### src/rtl/exe_result_buffer_if.sv
// exe_result_buffer_if: enqueue/dequeue/flush handshake and status between ALU, buffer and writeback
interface exe_result_buffer_if #(
  parameter int DEPTH = 4,
  parameter int WIDTH = 74
);
  localparam int CW = $clog2(DEPTH) + 1;
  logic             EN_enq;
  logic [WIDTH-1:0] enq_data;
  logic             RDY_enq;
  logic             EN_deq;
  logic [WIDTH-1:0] first;
  logic             RDY_deq;
  logic             EN_flush;
  logic [CW-1:0]    count;
  logic             err_overflow;
  modport master (
    output EN_enq, enq_data, EN_deq, EN_flush,
    input  RDY_enq, first, RDY_deq, count, err_overflow
  );
  modport slave (
    input  EN_enq, enq_data, EN_deq, EN_flush,
    output RDY_enq, first, RDY_deq, count, err_overflow
  );
endinterface

### src/rtl/exe_result_buffer.sv
// exe_result_buffer: FIFO holding ALU results until the memory/writeback stage accepts them
module exe_result_buffer #(
  parameter int DEPTH = 4,
  parameter int WIDTH = 74
) (
  input logic               CLK,
  input logic               RST_N,
  exe_result_buffer_if.slave bus
);
  localparam int AW = $clog2(DEPTH);
  localparam int CW = AW + 1;
  logic [WIDTH-1:0] mem [DEPTH];
  logic [AW-1:0]    wr_ptr, rd_ptr;
  logic [CW-1:0]    cnt;
  logic             err;
  logic             do_enq, do_deq;
  assign bus.RDY_enq      = cnt < CW'(DEPTH);
  assign bus.RDY_deq      = cnt != '0;
  assign bus.first        = mem[rd_ptr];
  assign bus.count        = cnt;
  assign bus.err_overflow = err;
  assign do_enq = bus.EN_enq & bus.RDY_enq & ~bus.EN_flush;
  assign do_deq = bus.EN_deq & bus.RDY_deq & ~bus.EN_flush;
  // storage is written only on an accepted enqueue and never reset
  always_ff @(posedge CLK) begin
    if (do_enq) mem[wr_ptr] <= bus.enq_data;
  end
  // pointers, occupancy and sticky overflow; flush beats any concurrent traffic
  always_ff @(posedge CLK or negedge RST_N) begin
    if (!RST_N) begin
      wr_ptr <= '0;
      rd_ptr <= '0;
      cnt    <= '0;
      err    <= 1'b0;
    end else if (bus.EN_flush) begin
      wr_ptr <= '0;
      rd_ptr <= '0;
      cnt    <= '0;
    end else begin
      if (do_enq) wr_ptr <= wr_ptr + AW'(1);
      if (do_deq) rd_ptr <= rd_ptr + AW'(1);
      cnt <= cnt + CW'(do_enq) - CW'(do_deq);
      if (bus.EN_enq & ~bus.RDY_enq) err <= 1'b1;
    end
  end
endmodule

### src/flat_wrapper.sv
// flat-port wrapper written by rule: the top's interface ports become plain ports
module exe_result_buffer_flat 
#(
  parameter int DEPTH = 4,
  parameter int WIDTH = 74
)
  (CLK, RST_N, bus_EN_enq, bus_enq_data, bus_EN_deq, bus_EN_flush, bus_RDY_enq, bus_first, bus_RDY_deq, bus_count, bus_err_overflow);
  exe_result_buffer_if #(.DEPTH(DEPTH), .WIDTH(WIDTH)) bus_i ();
  input logic CLK;
  input logic RST_N;
  input wire logic [$bits(bus_i.EN_enq)-1:0] bus_EN_enq;
  input wire logic [$bits(bus_i.enq_data)-1:0] bus_enq_data;
  input wire logic [$bits(bus_i.EN_deq)-1:0] bus_EN_deq;
  input wire logic [$bits(bus_i.EN_flush)-1:0] bus_EN_flush;
  output wire logic [$bits(bus_i.RDY_enq)-1:0] bus_RDY_enq;
  output wire logic [$bits(bus_i.first)-1:0] bus_first;
  output wire logic [$bits(bus_i.RDY_deq)-1:0] bus_RDY_deq;
  output wire logic [$bits(bus_i.count)-1:0] bus_count;
  output wire logic [$bits(bus_i.err_overflow)-1:0] bus_err_overflow;
  assign bus_i.EN_enq = bus_EN_enq;
  assign bus_i.enq_data = bus_enq_data;
  assign bus_i.EN_deq = bus_EN_deq;
  assign bus_i.EN_flush = bus_EN_flush;
  assign bus_RDY_enq = bus_i.RDY_enq;
  assign bus_first = bus_i.first;
  assign bus_RDY_deq = bus_i.RDY_deq;
  assign bus_count = bus_i.count;
  assign bus_err_overflow = bus_i.err_overflow;
  exe_result_buffer #(.DEPTH(DEPTH), .WIDTH(WIDTH)) u_core (.CLK(CLK), .RST_N(RST_N), .bus(bus_i));
endmodule
### config.mk
export PLATFORM = sky130hd
export DESIGN_NAME = exe_result_buffer_flat
export DESIGN_NICKNAME = d
export VERILOG_FILES = /design/src/rtl/exe_result_buffer_if.sv /design/src/rtl/exe_result_buffer.sv /design/src/flat_wrapper.sv
export SDC_FILE = /design/constraint.sdc
export NUM_CORES = 1
export LEC_CHECK = 0
export ABC_CLOCK_PERIOD_IN_PS = 4000
export BUFFER_PORTS_ARGS = -buffer_cell sky130_fd_sc_hd__buf_2
export CAP_MARGIN = 20
export CORE_MARGIN = 5
export CORE_UTILIZATION = 53
export DETAILED_ROUTE_END_ITERATION = 8
export PLACE_DENSITY = 0.75
export SYNTH_ARGS = -nofsm -noshare
export SYNTH_HDL_FRONTEND = slang
export SYNTH_SLANG_ARGS = --single-unit
export TNS_END_PERCENT = 20
### constraint.sdc
create_clock -name CLK -period 4 [get_ports CLK]
set_input_delay 0.8 -clock CLK [delete_from_list [all_inputs] [get_ports CLK]]
set_output_delay 0.8 -clock CLK [all_outputs]
set_load 0.01 [all_outputs]
# Yosys cells after proc, flatten, opt, wreduce, memory -nomap -nowiden
# Memory sizes are Yosys's and may differ from the RTL's.
# Index checks and enable logic that the tools add are counted.
# totals
reg_bits	8
mem_bits_rw	296
input_bits	79
word_cells	28
n_memories	1
# op_classes
n_addsub	4
magnitude_cmp	1
n_mux	7
n_bitwise	7
reduce_logical	4
# mem_list
name	words	word_bits	rd	rd_ports_with_merged_regs	wr	line_no	rtl
u_core.mem	4	74	1	0	1	exe_result_buffer.sv:12	logic [WIDTH-1:0] mem [DEPTH];
# ops
op	n
$mux W2	4
$and A1 B1 Y1	5
$add A2 B1 Y2 const B	2
$reduce_bool A2 Y1	2
$add A3 B1 Y3	1
$lt A3 B3 Y1 const B	1
$mux W3	1
$reduce_bool A3 Y1	1
$sub A3 B1 Y3	1
$mux W1	2
$not A1 Y1	2
$reduce_and A2 Y1	1

# Logic depth before layout (Yosys ltp)
# Gate-level depths: netlist of the first run.
# depth
word_depth	6
ltp_mapped	9
ltp_nobuf	9

# Worst setup path after synthesis of the first run
# No wires, ideal clock.
# synth_timing
kind	input-to-reg
from	in bus_EN_flush
to	mem u_core.mem[0][0] (enable)
setup_ns	0.440
arrival_ns	2.994
slack_ns	0.565
cell_stages	4
path_cell_list	clkbuf_1 > inv_1 > and3_1 > and2_1
# synth_between
elab_chain_cells	4
# synth_lines
element	line_no	rtl
from (decl)	flat_wrapper.sv:14	input wire logic [$bits(bus_i.EN_flush)-1:0] bus_EN_flush;
$not A1 Y1 (no line)	--	
$and A1 B1 Y1	exe_result_buffer.sv:22	assign do_enq = bus.EN_enq & bus.RDY_enq & ~bus.EN_flush;
$mux W1	exe_result_buffer.sv:26	if (do_enq) mem[wr_ptr] <= bus.enq_data;
$mux W1 (implied by the code)	exe_result_buffer.sv:26	
to (decl)	exe_result_buffer.sv:12	
# No other way between the ends.

# Worst setup path after layout of the first run
# layout_timing
from	reg u_core.rd_ptr[0]
to	out bus_first[68]
# layout_between
elab_chain_cells	1
# layout_lines
element	line_no	rtl
from (decl)	exe_result_buffer.sv:13	logic [AW-1:0] wr_ptr, rd_ptr;
from (signal assigned)	exe_result_buffer.sv:41	if (do_deq) rd_ptr <= rd_ptr + AW'(1);
$mem_v2 Z4 W74	--	
to (decl)	flat_wrapper.sv:16	output wire logic [$bits(bus_i.first)-1:0] bus_first;
# No other way between the ends.

==> flow_summary.toml, run 1 <==
[logic_synthesis]
postSynthCellCount = 434
synthSimpleGateAreaFrac = 0.00681
synth_top_area_frac = 0.793
ys_seq_area_frac = 0.811
ys_ff_latch = 304
synthXorXnorAreaFrac = 0.00391
synth_area_per_cell_sq_um = 25.8
synth_top_area_cell = "edfxtp_1"
synthTopCellsByArea = "edfxtp_1 79%, mux4_2 15%, dfrtp_1 1.8%, buf_12 0.89%, ha_1 0.67%"
syn_nets = 520
synth_top_family_by_area = "multiplexers"
synthesis.area_sq_um = 11200
synth_warnings = 0
synth-compound-area-share = 0.00223
synth-adder-area-share = 0.00848
synth.area.mux_share = 0.150
synth.distinct_cells = 22

[die]
start_util = 0.537
die_area_sq_um = 24200
die_w_um = 155
rows = 53
die_h_um = 155
ioPinCount = 159
fp.coreArea_sq_um = 20900

[cts]
cts_root_buf = "clkbuf_16"
hold_buffers = 0
cts_sinks = 304
cts_tree = "yes"
clk_latency_ns = 0.53
post_cts_resized = 0
htreeDepth = 1
cts_max_path_buffers = 3
path_clk_slew_ns = 0.06
cts_buffers = 31
postCtsSetupBuffers = 0

[sta]
slew_headroom = 0.511
final_max_slew_viol_count = 0
fin_crit_ns = 3.23
final_hold_viol_count = 0
worstMarginPinSlew_ns = 0.733
skew_ns = 0.00842
period_share = 0.808
rsz0062_at_grt = "false"
clock.fmax_mhz = 310
setup-violations-final = 0
fin_setup_tns_ns = 0

[place]
placedCellCount = 857
dp_hpwl_um = 12400
portBuffers = 158
routabilityCongestion = 0.739

[global_routing]
grt_max_degree = 51
globalRouteOverflowTotal = 0
grt_pass1_vias = 5657
global_route.usage.total = 0.173
antenna_found_initial = 3
grt_pass1_wl_um = 32000

[routing]
num_vias = 5042
drt_iter0_markers = 270
route.detailed.drc = 0
finalWirelength_um = 20600
wire_per_inst_um = 22.5
firstDrtPassIters = 4
ant_nets = 0
viasPerCell = 5.52

[pwr]
leakage_uw = 0.00446
total_power_uw = 7910
powerDensity_nw_per_um2 = 597
peakVddDrop_mv = 0.431

[cells_and_area]
final_util = 0.634
antenna_cells = 0
finalNonFillerCells = 914
syn_to_final_growth_pct = 18.2
nFillCells = 1404
nets = 701
final_cell_mix = "296 x edfxtp_1, 158 x buf_2, 74 x mux4_2"
layout_commonest_cell = "edfxtp_1"
drive_gt1_frac = 0.448

[hold_path]
min_path_type = "in2async"

[worst_setup_path]
critical_path_class = "reg2out"
worstPathArrival_ns = 2.43
crit_path_top_delay_cell = "dfrtp_4"
cpPeakStageDelay_ns = 0.84
cp.required_ns = 3.20
cp_cell_sequence = "buf_12, mux4_2, buf_2"
endpoint_kind = "output pin"
crit_path_max_fanout = 30
worstSetupStartpointType = "register"

[run]
maxCapViolCount = 0

[outcome]
outcome = "complete, no violations"
-- cell families (layout without fill, tap and decap cells) --
family | count (synthesis) | in the layout
xor+xnor | 5 | 5
flops | 304 | 304
fa+ha+maj | 7 | 7
mux | 75 | 75
simple gates | 15 | 15
compound gates | 3 | 3
buf+inv | 25 | 230
-- Yosys cell counts, drive strengths merged --
cell type / n
edfxtp: 296
mux4: 74
buf: 15
dfrtp: 8
inv: 7
nor2: 7
ha: 6
and2: 4
clkbuf: 3
xor2: 3
nor2b: 2
xnor2: 2
a31o: 1
and3: 1
fa: 1
mux2i: 1
o311ai: 1
o31ai: 1
or3: 1
-- critical path: cells and delay by family (launching register included) --
family	cells	cell delay, ns
flip-flops	1	0.84
buffers and inverters	2	0.48
multiplexers	1	0.55
-- cell type report --
type	instances	area (sq um)	area share
Sequential cell	304	9100	0.686
Clock buffer	46	852	0.0643
Clock inverter	11	80.1	0.00604
Timing Repair Buffer	166	926	0.0699
Multi-Input combinational cell	105	1930	0.145
Tap cell	275	344	0.0260
Inverter	7	26.3	0.00198
-- worst paths after layout --
check,depth (start not counted),slack [ns],to,startpoint
worst max-delay path,3,0.77,bus_first[68],u_core.rd_ptr[0]
max in group asynchronous,1,3.70,u_core.rd_ptr[0],RST_N
worst min register to register,1,0.49,u_core.bus.err_overflow,u_core.bus.err_overflow
worst max register to register,9,1.78,u_core.bus.count[2],u_core.bus.count[2]
min in group CLK,1,0.48,u_core.mem[1][24],bus_enq_data[24]
worst min-delay path,1,0.10,u_core.bus.err_overflow,RST_N
-- power breakdown --
part	internal [uW]	switching, uW
Sequential	3690	150
Clock	1530	1090
Combinational	759	694
-- state kept, by name, indices dropped and copies added (netlist names) --
register	cells
u_core.bus.count	3
u_core.bus.err_overflow	1
u_core.mem	296
u_core.rd_ptr	2
u_core.wr_ptr	2
-- metrics by stage --
step | setup WS, ns | instance area [sq um] | hold WS [ns]
2_1_floorplan | 0.565 | 11200 | 0.504
3_3_place_gp | 1.27 | 12300 | 0.450
3_5_place_dp | 1.25 | 12300 | 0.471
4_1_cts | 0.679 | 13300 | 0.0848
5_1_grt | 0.593 | 13300 | 0.0929
6_report | 0.769 | 13300 | 0.103
-- metal layers --
layer,share of wire,up-vias,GRT usage
met1,0.42,2614,0.243
met4,0.016,6,0.0354
met5,0.0017,-,0
met2,0.50,181,0.285
li1,-,2210,-
met3,0.065,31,0.0381
Power figures use the tool's default switching activity.
==> run 2, diff against run 1 <==
- ABC_CLOCK_PERIOD_IN_PS: 4000 -> 2800
- CORE_UTILIZATION: 53 -> 51
- clock period: 4 -> 2.8 ns (I/O delays scaled with it)
==> flow_summary.toml, run 2 (synthesized netlist as in run 1, its figures left out) <==
[hold_path]
min_to = "u_core.mem[1][56]"
holdPathStages = 1
min_path_type = "in2reg"
min_from = "bus_enq_data[56]"

[die]
die_area_sq_um = 25000
start_util = 0.515
ioPinCount = 159
fp.coreArea_sq_um = 21800
rows = 54
die_h_um = 158
die_w_um = 158

[global_routing]
antenna_found_initial = 3
global_route.usage.total = 0.164
grt_max_degree = 30
grt_pass1_wl_um = 31200
grt_pass1_vias = 5462
globalRouteOverflowTotal = 0

[routing]
route.detailed.drc = 0
ant_nets = 0
firstDrtPassIters = 5
drt_iter0_markers = 331
viasPerCell = 5.44
finalWirelength_um = 20200
num_vias = 5067
wire_per_inst_um = 21.7

[worst_setup_path]
critical_path_class = "reg2out"
worstRegToRegCells = 9
endpoint_kind = "output pin"
worstPathArrival_ns = 2.08
r2r_end = "u_core.bus.count[2]"
cp.required_ns = 2.24
crit_path_max_fanout = 27
ff2ff_setup_slack_ns = 0.62
worstSetupStartpointType = "register"
reg2reg_from = "u_core.bus.count[2]"

[sta]
rsz0062_at_grt = "false"
slew_headroom = 0.681
final_max_slew_viol_count = 0
skew_ns = 0.0174
setup_ws_ns = 0.163
fin_crit_ns = 2.64
setup-violations-final = 0
final_hold_viol_count = 0
worstMarginPinSlew_ns = 0.478
period_share = 0.942
clock.fmax_mhz = 379

[cells_and_area]
nets = 713
drive_gt1_frac = 0.467
final_cell_mix = "296 x edfxtp_1, 158 x buf_2, 74 x mux4_2"
syn_to_final_growth_pct = 20.0
layout_commonest_cell = "edfxtp_1"
max_flop_register = "u_core.mem"
largest_reg_flops = 296
nFillCells = 1517

[place]
routabilityCongestion = 0.690
dp_hpwl_um = 13200
pre_cts_slack_ns = 0.574
portBuffers = 158

[cts]
cts_tree = "yes"
post_cts_resized = 0
cts_buffers = 31
cts_sinks = 304
cts_root_buf = "clkbuf_16"
cts_max_path_buffers = 3
clk_latency_ns = 0.54
htreeDepth = 1
path_clk_slew_ns = 0.06

[run]
maxCapViolCount = 0

[pwr]
powerDensity_nw_per_um2 = 852
peakVddDrop_mv = 0.594
total_power_uw = 11400
leakage_uw = 0.00456

[outcome]
outcome = "complete, no violations"
[run 2: layout make-up]
cell class / count / area (sq um) / area share
Clock buffer: 36 / 795 / 0.0591
Timing Repair Buffer: 178 / 1080 / 0.0804
Clock inverter: 21 / 166 / 0.0124
Tap cell: 280 / 350 / 0.0261
Inverter: 7 / 26.3 / 0.00195
Multi-Input combinational cell: 105 / 1930 / 0.143
Sequential cell: 304 / 9100 / 0.677
Antenna cell: 1 / 2.50 / 0.000186
[run 2: layer usage]
| layer | up-vias | share of wire | global-route usage |
|---|---|---|---|
| met1 | 2594 | 0.38 | 0.214 |
| li1 | 2247 | - | - |
| met5 | - | 0.00069 | 0 |
| met3 | 39 | 0.077 | 0.0361 |
| met4 | 4 | 0.021 | 0.0386 |
| met2 | 183 | 0.52 | 0.284 |
[run 2: how the worst max path moves through the flow]
stage                           startpoint                end  slack [ns]  cells past startpoint
after floorplan               bus_EN_flush   u_core.mem[1][0]       -0.39                      4
after global placement    u_core.rd_ptr[0]      bus_first[35]        0.61                      3
after detailed placement      bus_EN_flush  u_core.mem[1][21]        0.57                      5
after CTS                 u_core.rd_ptr[0]      bus_first[35]       0.009                      3
after global routing      u_core.rd_ptr[1]      bus_first[33]        0.06                      3
final                     u_core.rd_ptr[1]       bus_first[5]        0.16                      3
[run 2: worst max-delay path: stages, from the launching register on]
cell and delay, ns:
dfrtp_4 0.73, buf_4 0.30, mux4_2 0.34, buf_2 0.16
[run 2: through the flow]
stage                      util  setup TNS [ns]  std cells  area [sq um]  hold slack, ns
after CTS                 0.616               0        927         13400           0.205
after global placement    0.572               0        869         12400           0.409
final                     0.618               0        932         13400           0.231
after floorplan               -          -87.54        434         11200           0.264
after detailed placement  0.572               0        869         12400           0.418
after global routing      0.618               0        932         13400           0.212
[run 2: timing repair]
item	in CTS	in global routing
endpoints found under the hold margin	8	0
hold buffers	1	0
setup endpoints to repair	0	27
setup buffers	0	4
[run 2: report_power, final]
part	internal, uW	switching [uW]	total, uW
sequential	5270	129	5400
clock	2220	1600	3820
combinational	1160	1070	2230
==> run 3, diff against run 2 <==
--- a/config.mk
+++ b/config.mk
@@ -10,3 +10,3 @@
 export CAP_MARGIN = 20
-export CORE_MARGIN = 5
+export CORE_MARGIN = 2
 export CORE_UTILIZATION = 51
==> constraint.sdc (replaced) <==
create_clock -name CLK -period 2.8 [get_ports CLK]
set_input_delay 0.28 -clock CLK [delete_from_list [all_inputs] [get_ports CLK]]
set_output_delay 0.28 -clock CLK [all_outputs]
set_load 0.01 [all_outputs]
==> flow_summary.toml, run 3 (synthesized netlist as in run 1, its figures left out) <==
[outcome]
outcome = "complete, no violations"

[worst_setup_path]
cp.required_ns = 2.52
worstSetupStartpointType = "register"
cpPeakStageDelay_ns = 0.66
ff2ff_setup_slack_ns = 0.55
crit_path_top_delay_cell = "dfrtp_4"
worstPathArrival_ns = 2.31
critical_path_class = "reg2out"
r2r_end = "u_core.bus.count[2]"
cp_num_buf_inv = 2
endpoint_kind = "output pin"
worstSetupEndpoint = "bus_first[13]"
crit_path_max_fanout = 35
cp_cell_sequence = "buf_12, mux4_2, buf_2"
cp_top_family = "flip-flops"
reg2reg_from = "u_core.bus.count[2]"
worstRegToRegCells = 9
crit_cells = 3
setup.worst_path.start = "u_core.rd_ptr[0]"

[routing]
dr_wl_met3_um = 986
firstDrtPassIters = 4
viasPerCell = 5.35
finalWirelength_um = 20900
route.detailed.drc = 0
dr.max_layer_used = "met4"
wire_per_inst_um = 20.9
ant_nets = 0
wl_met1_um = 8480
drt_iter0_markers = 348
num_vias = 5345
dr_wl_met2_um = 11000

[sta]
rsz0062_at_grt = "false"
final_hold_viol_count = 0
worstMarginPinSlew_ns = 0.527
slew_headroom = 0.649
clock.fmax_mhz = 387
setup-violations-final = 0
fin_setup_tns_ns = 0
skew_ns = 0.00879
final_max_slew_viol_count = 0
period_share = 0.923
fin_crit_ns = 2.59

[cells_and_area]
final_cell_mix = "296 x edfxtp_1, 158 x buf_2, 77 x dlygate4sd3_1"
drive_gt1_frac = 0.411
antenna_cells = 0
syn_to_final_growth_pct = 26.2
max_flop_register = "u_core.mem"
nets = 785
largest_reg_flops = 296
layout_commonest_cell = "edfxtp_1"

[global_routing]
grt_pass1_wl_um = 32800
antenna_found_initial = 0
grt_pass1_vias = 5912
global_route.usage.total = 0.182
grt_max_degree = 36
globalRouteOverflowTotal = 0

[cts]
cts_max_path_buffers = 3
cts_buffers = 30
cts_tree = "yes"
post_cts_resized = 0
path_clk_slew_ns = 0.06
cts_sinks = 304
htreeDepth = 1
cts_root_buf = "clkbuf_16"
clk_latency_ns = 0.53

[hold_path]
min_path_type = "in2async"

[pwr]
total_power_uw = 11600
powerDensity_nw_per_um2 = 820
peakVddDrop_mv = 0.597
leakage_uw = 0.00484

[run]
maxCapViolCount = 0

[place]
routabilityCongestion = 0.702
dp_hpwl_um = 12800
portBuffers = 158

[die]
rows = 54
start_util = 0.517
die_h_um = 152
die_w_um = 152
fp.coreArea_sq_um = 21700
ioPinCount = 159
die_area_sq_um = 23200
-- run 3: changes by cell type in the layout (fill, tap and decap cells not counted) --
cell and change:
dlygate4sd3_1 +76, inv_6 -2, clkinv_2 -5, bufinv_16 +2
buf_4 +1, clkinv_1 +1, buf_12 -4, clkinv_4 +1
diode_2 -1, inv_8 -1
-- run 3: power by group --
| group | switching (uW) | internal (uW) | total [uW] |
|---|---|---|---|
| Combinational | 1070 | 1170 | 2230 |
| Sequential | 168 | 5270 | 5440 |
| Clock | 1560 | 2370 | 3940 |
| Total | 2800 | 8810 | 11600 |
-- run 3: worst min-delay path by stage --
| stage | startpoint | endpoint | slack, ns | depth (start not counted) |
|---|---|---|---|---|
| 2_1_floorplan | RST_N | u_core.bus.count[0] | -0.02 | 0 |
| 3_3_place_gp | RST_N | u_core.bus.err_overflow | 0.13 | 1 |
| 3_5_place_dp | RST_N | u_core.bus.count[1] | 0.13 | 1 |
| 4_1_cts | RST_N | u_core.bus.count[1] | 0.1 | 2 |
| 5_1_grt | RST_N | u_core.bus.count[1] | 0.12 | 2 |
| 6_report | RST_N | u_core.bus.count[1] | 0.12 | 2 |
-- run 3: metal layers --
metal | track usage | vias to the layer above
li1 | - | 2381
met1 | 0.240 | 2768
met2 | 0.317 | 160
met3 | 0.0290 | 36
met4 | 0.0534 | 0
met5 | 0 | -
-- run 3: repair_timing --
action,in CTS,in global routing
endpoints found under the hold margin,311,0
hold buffers,77,0
setup buffers,0,0
-- run 3: cell type report --
class                   count  area [sq um]
well taps                 280           350
clock buffers              36           795
repair buffers            251          1770
inverters                   7          26.3
multi-input cells         105          1930
clock inverters            17           185
fillers                  1421          7540
flip-flops and latches    304          9100
-- run 3: through the flow --
stage                     std cells  cell area [sq um]  setup slack [ns]  hold slack, ns  utilization
after CTS                      1000              14100             0.138          0.0973        0.652
after floorplan                 434              11200            -0.205         -0.0156            -
after global placement          870              12400             0.721           0.126        0.572
after detailed placement        870              12400             0.548           0.135        0.572
after global routing           1000              14100            0.0773           0.120        0.652
final                          1000              14100             0.215           0.119        0.652
-- run 3: worst reg2reg max path: stages, from the launching register on --
cell	delay, ns
dfrtp_1	0.47
o31ai_1	0.44
nor2_1	0.09
ha_1	0.28
inv_1	0.07
ha_1	0.16
inv_1	0.05
fa_1	0.37
xnor2_1	0.16
nor2_1	0.05
